===== src/rtl/pc_seq_pkg.sv =====
// Shared definitions for the fetch sequencer and the branch comparator:
// sequencer FSM states, next-PC select codes, branch-op encodings, and the
// default sequential PC increment.
package pc_seq_pkg;

    localparam int unsigned DEFAULT_PC_STEP = 4;

    typedef enum logic [1:0] {
        FETCH = 2'd0,
        ISSUE = 2'd1,
        HALT  = 2'd2
    } state_t;

    typedef enum logic [1:0] {
        SEL_HOLD = 2'd0,
        SEL_SEQ  = 2'd1,
        SEL_TGT  = 2'd2
    } pc_sel_t;

    // Branch-op encodings shared with the branch comparator
    localparam logic [2:0] BR  = 3'b000;
    localparam logic [2:0] BMI = 3'b001;
    localparam logic [2:0] BPL = 3'b010;
    localparam logic [2:0] BZ  = 3'b011;

endpackage


===== src/rtl/pc_next_mux.sv =====
// Combinational next-PC select: hold, sequential (pc+PC_STEP, modulo
// 2^PC_WIDTH) or word-aligned branch target.
// Ports:
//   sel_i       select code (hold / seq / target)
//   pc_i        current PC
//   br_target_i raw branch target (low two bits are dropped)
//   pc_seq_c    pc_i + PC_STEP
//   pc_next_c   selected next PC
module pc_next_mux
    import pc_seq_pkg::*;
#(
    parameter int unsigned PC_WIDTH = 32,
    parameter int unsigned PC_STEP  = DEFAULT_PC_STEP
) (
    input  pc_sel_t               sel_i,
    input  logic [PC_WIDTH-1:0]   pc_i,
    input  logic [PC_WIDTH-1:0]   br_target_i,
    output logic [PC_WIDTH-1:0]   pc_seq_c,
    output logic [PC_WIDTH-1:0]   pc_next_c
);

    localparam logic [PC_WIDTH-1:0] STEP       = PC_WIDTH'(PC_STEP);
    localparam logic [PC_WIDTH-1:0] ALIGN_MASK = ~PC_WIDTH'(3);

    // Next-PC selection
    always_comb begin
        pc_seq_c  = pc_i + STEP;
        pc_next_c = pc_i;
        case (sel_i)
            SEL_SEQ: pc_next_c = pc_seq_c;
            SEL_TGT: pc_next_c = br_target_i & ALIGN_MASK;
            default: pc_next_c = pc_i;
        endcase
    end

endmodule


===== src/rtl/pc_sequencer.sv =====
// Program-counter / fetch sequencer. Holds the PC, fetches one instruction
// over a req/ack handshake, presents it to decode, then picks the next PC
// (sequential, aligned branch target, or halt).
// Ports:
//   clk, rst_n                  clock, async active-low reset
//   stall                       decode hazard hold (freezes ISSUE)
//   br_valid, is_branch         branch resolves / taken
//   br_target                   branch destination
//   halt                        decoded halt
//   imem_req, imem_addr         fetch request / address
//   imem_ack, imem_rdata        fetch response
//   instr, instr_valid          instruction to decode
//   pc_out, link_pc             address of instr, and address + PC_STEP
//   halted                      core halted
// Optional feature: define BR_COUNT_EN to add br_taken_cnt[31:0], a count
// of taken branches leaving ISSUE (not counted when halt wins).
module pc_sequencer
    import pc_seq_pkg::*;
#(
    parameter int unsigned         PC_WIDTH = 32,
    parameter logic [PC_WIDTH-1:0] RESET_PC = '0,
    parameter int unsigned         PC_STEP  = DEFAULT_PC_STEP
) (
    input  logic                clk,
    input  logic                rst_n,
    input  logic                stall,
    input  logic                br_valid,
    input  logic                is_branch,
    input  logic [PC_WIDTH-1:0] br_target,
    input  logic                halt,
    output logic                imem_req,
    output logic [PC_WIDTH-1:0] imem_addr,
    input  logic                imem_ack,
    input  logic [31:0]         imem_rdata,
    output logic [31:0]         instr,
    output logic                instr_valid,
    output logic [PC_WIDTH-1:0] pc_out,
    output logic [PC_WIDTH-1:0] link_pc,
    output logic                halted
`ifdef BR_COUNT_EN
    ,
    output logic [31:0]         br_taken_cnt
`endif
);

    state_t                state_q, state_d;
    logic [PC_WIDTH-1:0]   pc_q, pc_d;
    logic [31:0]           instr_q, instr_d;
    logic [PC_WIDTH-1:0]   pc_out_q, pc_out_d;
    logic [PC_WIDTH-1:0]   link_pc_q, link_pc_d;
    logic                  imem_req_q, imem_req_d;
    logic                  instr_valid_q, instr_valid_d;
    logic                  halted_q, halted_d;
    logic                  take_br_c;
    pc_sel_t               pc_sel;
    logic [PC_WIDTH-1:0]   pc_seq_c, pc_next_c;

    pc_next_mux #(
        .PC_WIDTH (PC_WIDTH),
        .PC_STEP  (PC_STEP)
    ) u_next_mux (
        .sel_i       (pc_sel),
        .pc_i        (pc_q),
        .br_target_i (br_target),
        .pc_seq_c    (pc_seq_c),
        .pc_next_c   (pc_next_c)
    );

    // A taken branch leaving ISSUE; halt wins over a branch
    assign take_br_c = (state_q == ISSUE) && !stall && !halt && br_valid && is_branch;

    // Next-state and registered-output logic
    always_comb begin
        state_d   = state_q;
        pc_sel    = SEL_HOLD;
        instr_d   = instr_q;
        pc_out_d  = pc_out_q;
        link_pc_d = link_pc_q;
        case (state_q)
            FETCH: begin
                // Ack only counts once the request is actually on the bus
                if (imem_req_q && imem_ack) begin
                    state_d   = ISSUE;
                    instr_d   = imem_rdata;
                    pc_out_d  = pc_q;
                    link_pc_d = pc_seq_c;
                end
            end
            ISSUE: begin
                if (!stall) begin
                    if (halt) begin
                        state_d = HALT;
                    end else begin
                        state_d = FETCH;
                        pc_sel  = take_br_c ? SEL_TGT : SEL_SEQ;
                    end
                end
            end
            HALT:    state_d = HALT;
            default: state_d = FETCH;
        endcase
        pc_d          = pc_next_c;
        imem_req_d    = (state_d == FETCH);
        instr_valid_d = (state_d == ISSUE);
        halted_d      = (state_d == HALT);
    end

    // State and output registers
    always_ff @(posedge clk or negedge rst_n) begin
        if (!rst_n) begin
            state_q       <= FETCH;
            pc_q          <= RESET_PC;
            instr_q       <= '0;
            pc_out_q      <= '0;
            link_pc_q     <= '0;
            imem_req_q    <= 1'b0;
            instr_valid_q <= 1'b0;
            halted_q      <= 1'b0;
        end else begin
            state_q       <= state_d;
            pc_q          <= pc_d;
            instr_q       <= instr_d;
            pc_out_q      <= pc_out_d;
            link_pc_q     <= link_pc_d;
            imem_req_q    <= imem_req_d;
            instr_valid_q <= instr_valid_d;
            halted_q      <= halted_d;
        end
    end

`ifdef BR_COUNT_EN
    logic [31:0] br_cnt_q, br_cnt_d;

    // Taken-branch counter, wraps at 2^32
    always_comb begin
        br_cnt_d = br_cnt_q;
        if (take_br_c) begin
            br_cnt_d = br_cnt_q + 32'(1);
        end
    end

    always_ff @(posedge clk or negedge rst_n) begin
        if (!rst_n) begin
            br_cnt_q <= '0;
        end else begin
            br_cnt_q <= br_cnt_d;
        end
    end

    assign br_taken_cnt = br_cnt_q;
`endif

    assign imem_req    = imem_req_q;
    assign imem_addr   = pc_q;
    assign instr       = instr_q;
    assign instr_valid = instr_valid_q;
    assign pc_out      = pc_out_q;
    assign link_pc     = link_pc_q;
    assign halted      = halted_q;

endmodule


===== config.mk =====
export PLATFORM = sky130hd
export DESIGN_NAME = pc_sequencer
export DESIGN_NICKNAME = d
export VERILOG_FILES = /design/src/rtl/pc_seq_pkg.sv /design/src/rtl/pc_next_mux.sv /design/src/rtl/pc_sequencer.sv
export SDC_FILE = /design/constraint.sdc
export NUM_CORES = 1
export LEC_CHECK = 0
export CORE_ASPECT_RATIO = 1.25
export CORE_MARGIN = 1
export CORE_UTILIZATION = 48
export CTS_BUF_LIST = sky130_fd_sc_hd__clkbuf_2 sky130_fd_sc_hd__clkbuf_4 sky130_fd_sc_hd__clkbuf_8
export CTS_CLUSTER_DIAMETER = 200
export CTS_CLUSTER_SIZE = 40
export DETAILED_ROUTE_END_ITERATION = 8
export GPL_ROUTABILITY_DRIVEN = 0
export PLACE_DENSITY = 0.87
export SYNTH_ARGS = -nofsm -noshare
export SYNTH_HDL_FRONTEND = slang
export SYNTH_SLANG_ARGS = --single-unit

===== constraint.sdc =====
create_clock -name clk -period 3.2 [get_ports clk]
set_clock_uncertainty 0.05 [all_clocks]
set_input_delay 0.32 -clock clk [delete_from_list [all_inputs] [get_ports clk]]
set_output_delay 0.32 -clock clk [all_outputs]
set_load 0.1 [all_outputs]

==> flow_metrics.tcl <==
set metrics [dict create \
    drc_errors 0 \
    grt_overflow 0 \
    syn_area_mm2 0.00607 \
    vdd_drop_max_v 0.000860 \
    whs_ns 0.357 \
    cpPeakStageDelay_ns 0.57 \
    num_rows 45 \
    status "finished, final reports clean" \
    fill_cells 956 \
    hold_class "input port to asynchronous set/reset pin" \
    critical_path_class "flip-flop to flip-flop" \
    cts_buffers 17 \
    cp-end-kind "flip-flop" \
    antenna_cells 0 \
    period_minus_slack_ns 2.69 \
    arrival_ns 2.98 \
    synth_area_per_cell_um2 8.88 \
    die_h_um 128 \
    clkSlewWorstSetupHoldPaths_ns 0.07 \
    sw_frac_of_total_pct 57.4 \
    yosysSeqAreaShare_pct 52.3 \
    synth.distinct_cells 51 \
    grt_max_degree 81 \
    cts_tree "done" \
    port_buffers 193 \
    dp_hpwl_mm 11.5 \
    synth-main-ff-cell "dfrtp_1" \
    wl_per_cell_um 16.0 \
    setup_viol 0 \
    relSlewSlack_pct 31.9 \
    routed_wl_mm 16.5 \
    post_cts_resized 0 \
    tightest_slew_ns 1.02 \
    postRouteAntennaNets 0 \
    p_per_area_mw_per_mm2 1150 \
    r2r_slack_ns 0.51 \
    tns_ns 0 \
    synth_edf_count 0 \
    crit_start "imem_addr[2]" \
    post_cts_buffers 0 \
    die_area_mm2 0.0131 \
    hold_viol 0 \
    p_total_mw 9.64 \
    numClockSinks 127 \
    p_int_mw 4.10 \
    clockBufferDepth 2 \
    crit_chain "and4_1 -> nand4_1 -> buf_4 -> or3_1 -> a31oi_1" \
    yosysTopAreaCellShare_pct 52.3 \
    slowest_stage "dfrtp_1" \
    num_vias 5628 \
    placed_area_mm2 0.00792 \
    initial_core_util_pct 49.7 \
    htree_levels 4 \
    first_global_vias 5277 \
    layout_setup_ws_ns 0.512 \
    syn_inst 684 \
    min_period_over_period_pct 84.0 \
    grt_usage_pct 25.7 \
    leakage_nw 3.61 \
    dp_worst_setup_slack_ns 0.566 \
    clock.fmax_mhz 372 \
    ios 202 \
    antenna_found_initial 0 \
    drtPass1Iterations 6 \
    r2r-end "link_pc[17]" \
    comb_power_share_pct 59.8 \
    synthArstFlopShare_pct 100 \
    drive_gt1_share_pct 10.1 \
    ys_top_cells_by_area "dfrtp_1 (52%), nand2_1 (13%), o21ai_0 (3.9%)" \
    maxCapViolations 0 \
    p_clk_share_pct 14.8 \
    rsz0062_at_grt "false" \
    drtIter0Drc 345 \
    vias_per_cell 5.47 \
    grt_pass1_wl_mm 26.0 \
    yosys_warnings 0 \
    r2r_start "imem_addr[2]" \
    ctsRootBufferMaster "clkbuf_8" \
    nets 925 \
    endpoint "link_pc[17]" \
    final_area_mm2 0.00835 \
    required_ns 3.50 \
    core_area_mm2 0.0122 \
    syn_to_final_growth_pct 37.5 \
    start_kind "flip-flop" \
    crit_fanout 15 \
    die_x_um 103 \
    synth_area_leader_cell "dfrtp_1" \
    switchingPower_mw 5.54 \
    synth-seq-cells 127 \
    pwr-share-seq_pct 25.5 \
    reg2regPathDepth 5 \
    slew_violations 0 \
    clk_latency_ns 0.43 \
]
-- Yosys cell counts (all sizes together), types with 3 or more instances --
master and count:
a21oi 8, a22oi 21, a31oi 15, a32oi 3, and4 7, buf 27
clkbuf 36, dfrtp 127, inv 5, mux2i 3, nand2 214, nand3 30
nand4 16, nor2 28, nor3 7, nor4 4, o211ai 16, o21ai 47
o2bb2ai 3, or3 13, or4 18, xnor2 6, xor2 7
-- cell families after synthesis --
logic type	after synthesis	synth area share [%]
simple gates	346	26.1
flops	127	52.3
compound gates	122	12.7
xor+xnor	13	1.88
other cells	1	0.0618
fa+ha+maj	2	0.412
mux	3	0.495
buf+inv	70	6.00
-- state kept, by name, indices dropped and copies added, names as in the netlist --
| register | cells |
|---|---|
| state_q | 2 |
| halted | 1 |
| imem_addr | 30 |
| link_pc | 30 |
| pc_out | 30 |
| instr | 32 |
| imem_req | 1 |
| instr_valid | 1 |
-- per-stage QoR --
stage / utilization, % / instances
2_1_floorplan: - / 689
3_3_place_gp: 64.8 / 996
3_5_place_dp: 64.8 / 996
4_1_cts: 68.3 / 1029
5_1_grt: 68.3 / 1029
6_report: 68.3 / 1029
-- power groups by stage --
stage	registers (mW)	clock network [mW]	logic (mW)
after floorplan	5.91	0	0.985
final	2.45	1.43	5.76
after CTS	2.45	1.46	5.79
after global placement	2.46	0	5.73
after detailed placement	2.48	0	5.78
after global routing	2.53	1.52	6.02
-- cell type report --
type                       count  area, um2  area share (%)
inverter                       6       22.5           0.270
multi-input combinational    492       2560            30.7
tap                          164        205            2.46
sequential                   127       3180            38.1
clock inverter                14        166            1.99
timing repair buffer         208       1970            23.6
clock buffer                  18        248            2.97
-- critical path: cells and delay by family, from the launching register on --
kind | cells | cell delay (ns)
buffers and inverters | 1 | 0.39
and+or+nand+nor | 3 | 1.38
AOI/OAI and AO/OA | 1 | 0.21
DFF | 1 | 0.57
-- what timing repair did --
| action | in CTS | in global routing |
|---|---|---|
| hold buffers | 1 | 0 |
| endpoints found under the hold margin | 55 | 0 |
| endpoints found under the setup margin | 0 | 0 |
-- worst min-delay path by stage --
stage | slack (ns) | end | cells past startpoint | from
6_report | 0.36 | pc_out[17] | 2 | rst_n
5_1_grt | 0.34 | instr[23] | 3 | imem_rdata[23]
4_1_cts | 0.34 | instr[23] | 3 | imem_rdata[23]
3_5_place_dp | 0.27 | imem_addr[14] | 1 | rst_n
3_3_place_gp | 0.28 | pc_out[17] | 1 | rst_n
2_1_floorplan | -0.03 | halted | 0 | rst_n
-- metal layers --
layer	wire length, um	vias up	track usage [%]
met2	8040	266	41.5
li1	-	2687	-
met3	1380	44	6.49
met5	0	-	0
met1	6680	2631	32.6
met4	421	0	10.5
-- cell usage in the layout (no fill, tap or decap), drive strengths merged, types with 6 or more instances in the layout --
cell / instances
buf: 47
xnor2: 6
nand2: 214
a21oi: 8
and4: 7
dfrtp: 127
o21ai: 47
nand3: 30
conb: 6
xor2: 7
nor3: 7
or3: 13
clkinv: 7
inv: 6
clkbuf: 18
or4: 18
nand4: 16
o211ai: 16
a22oi: 21
nor2: 28
clkdlybuf4s50: 160
a31oi: 15
Note: power is estimated with default switching activity, not from simulation.
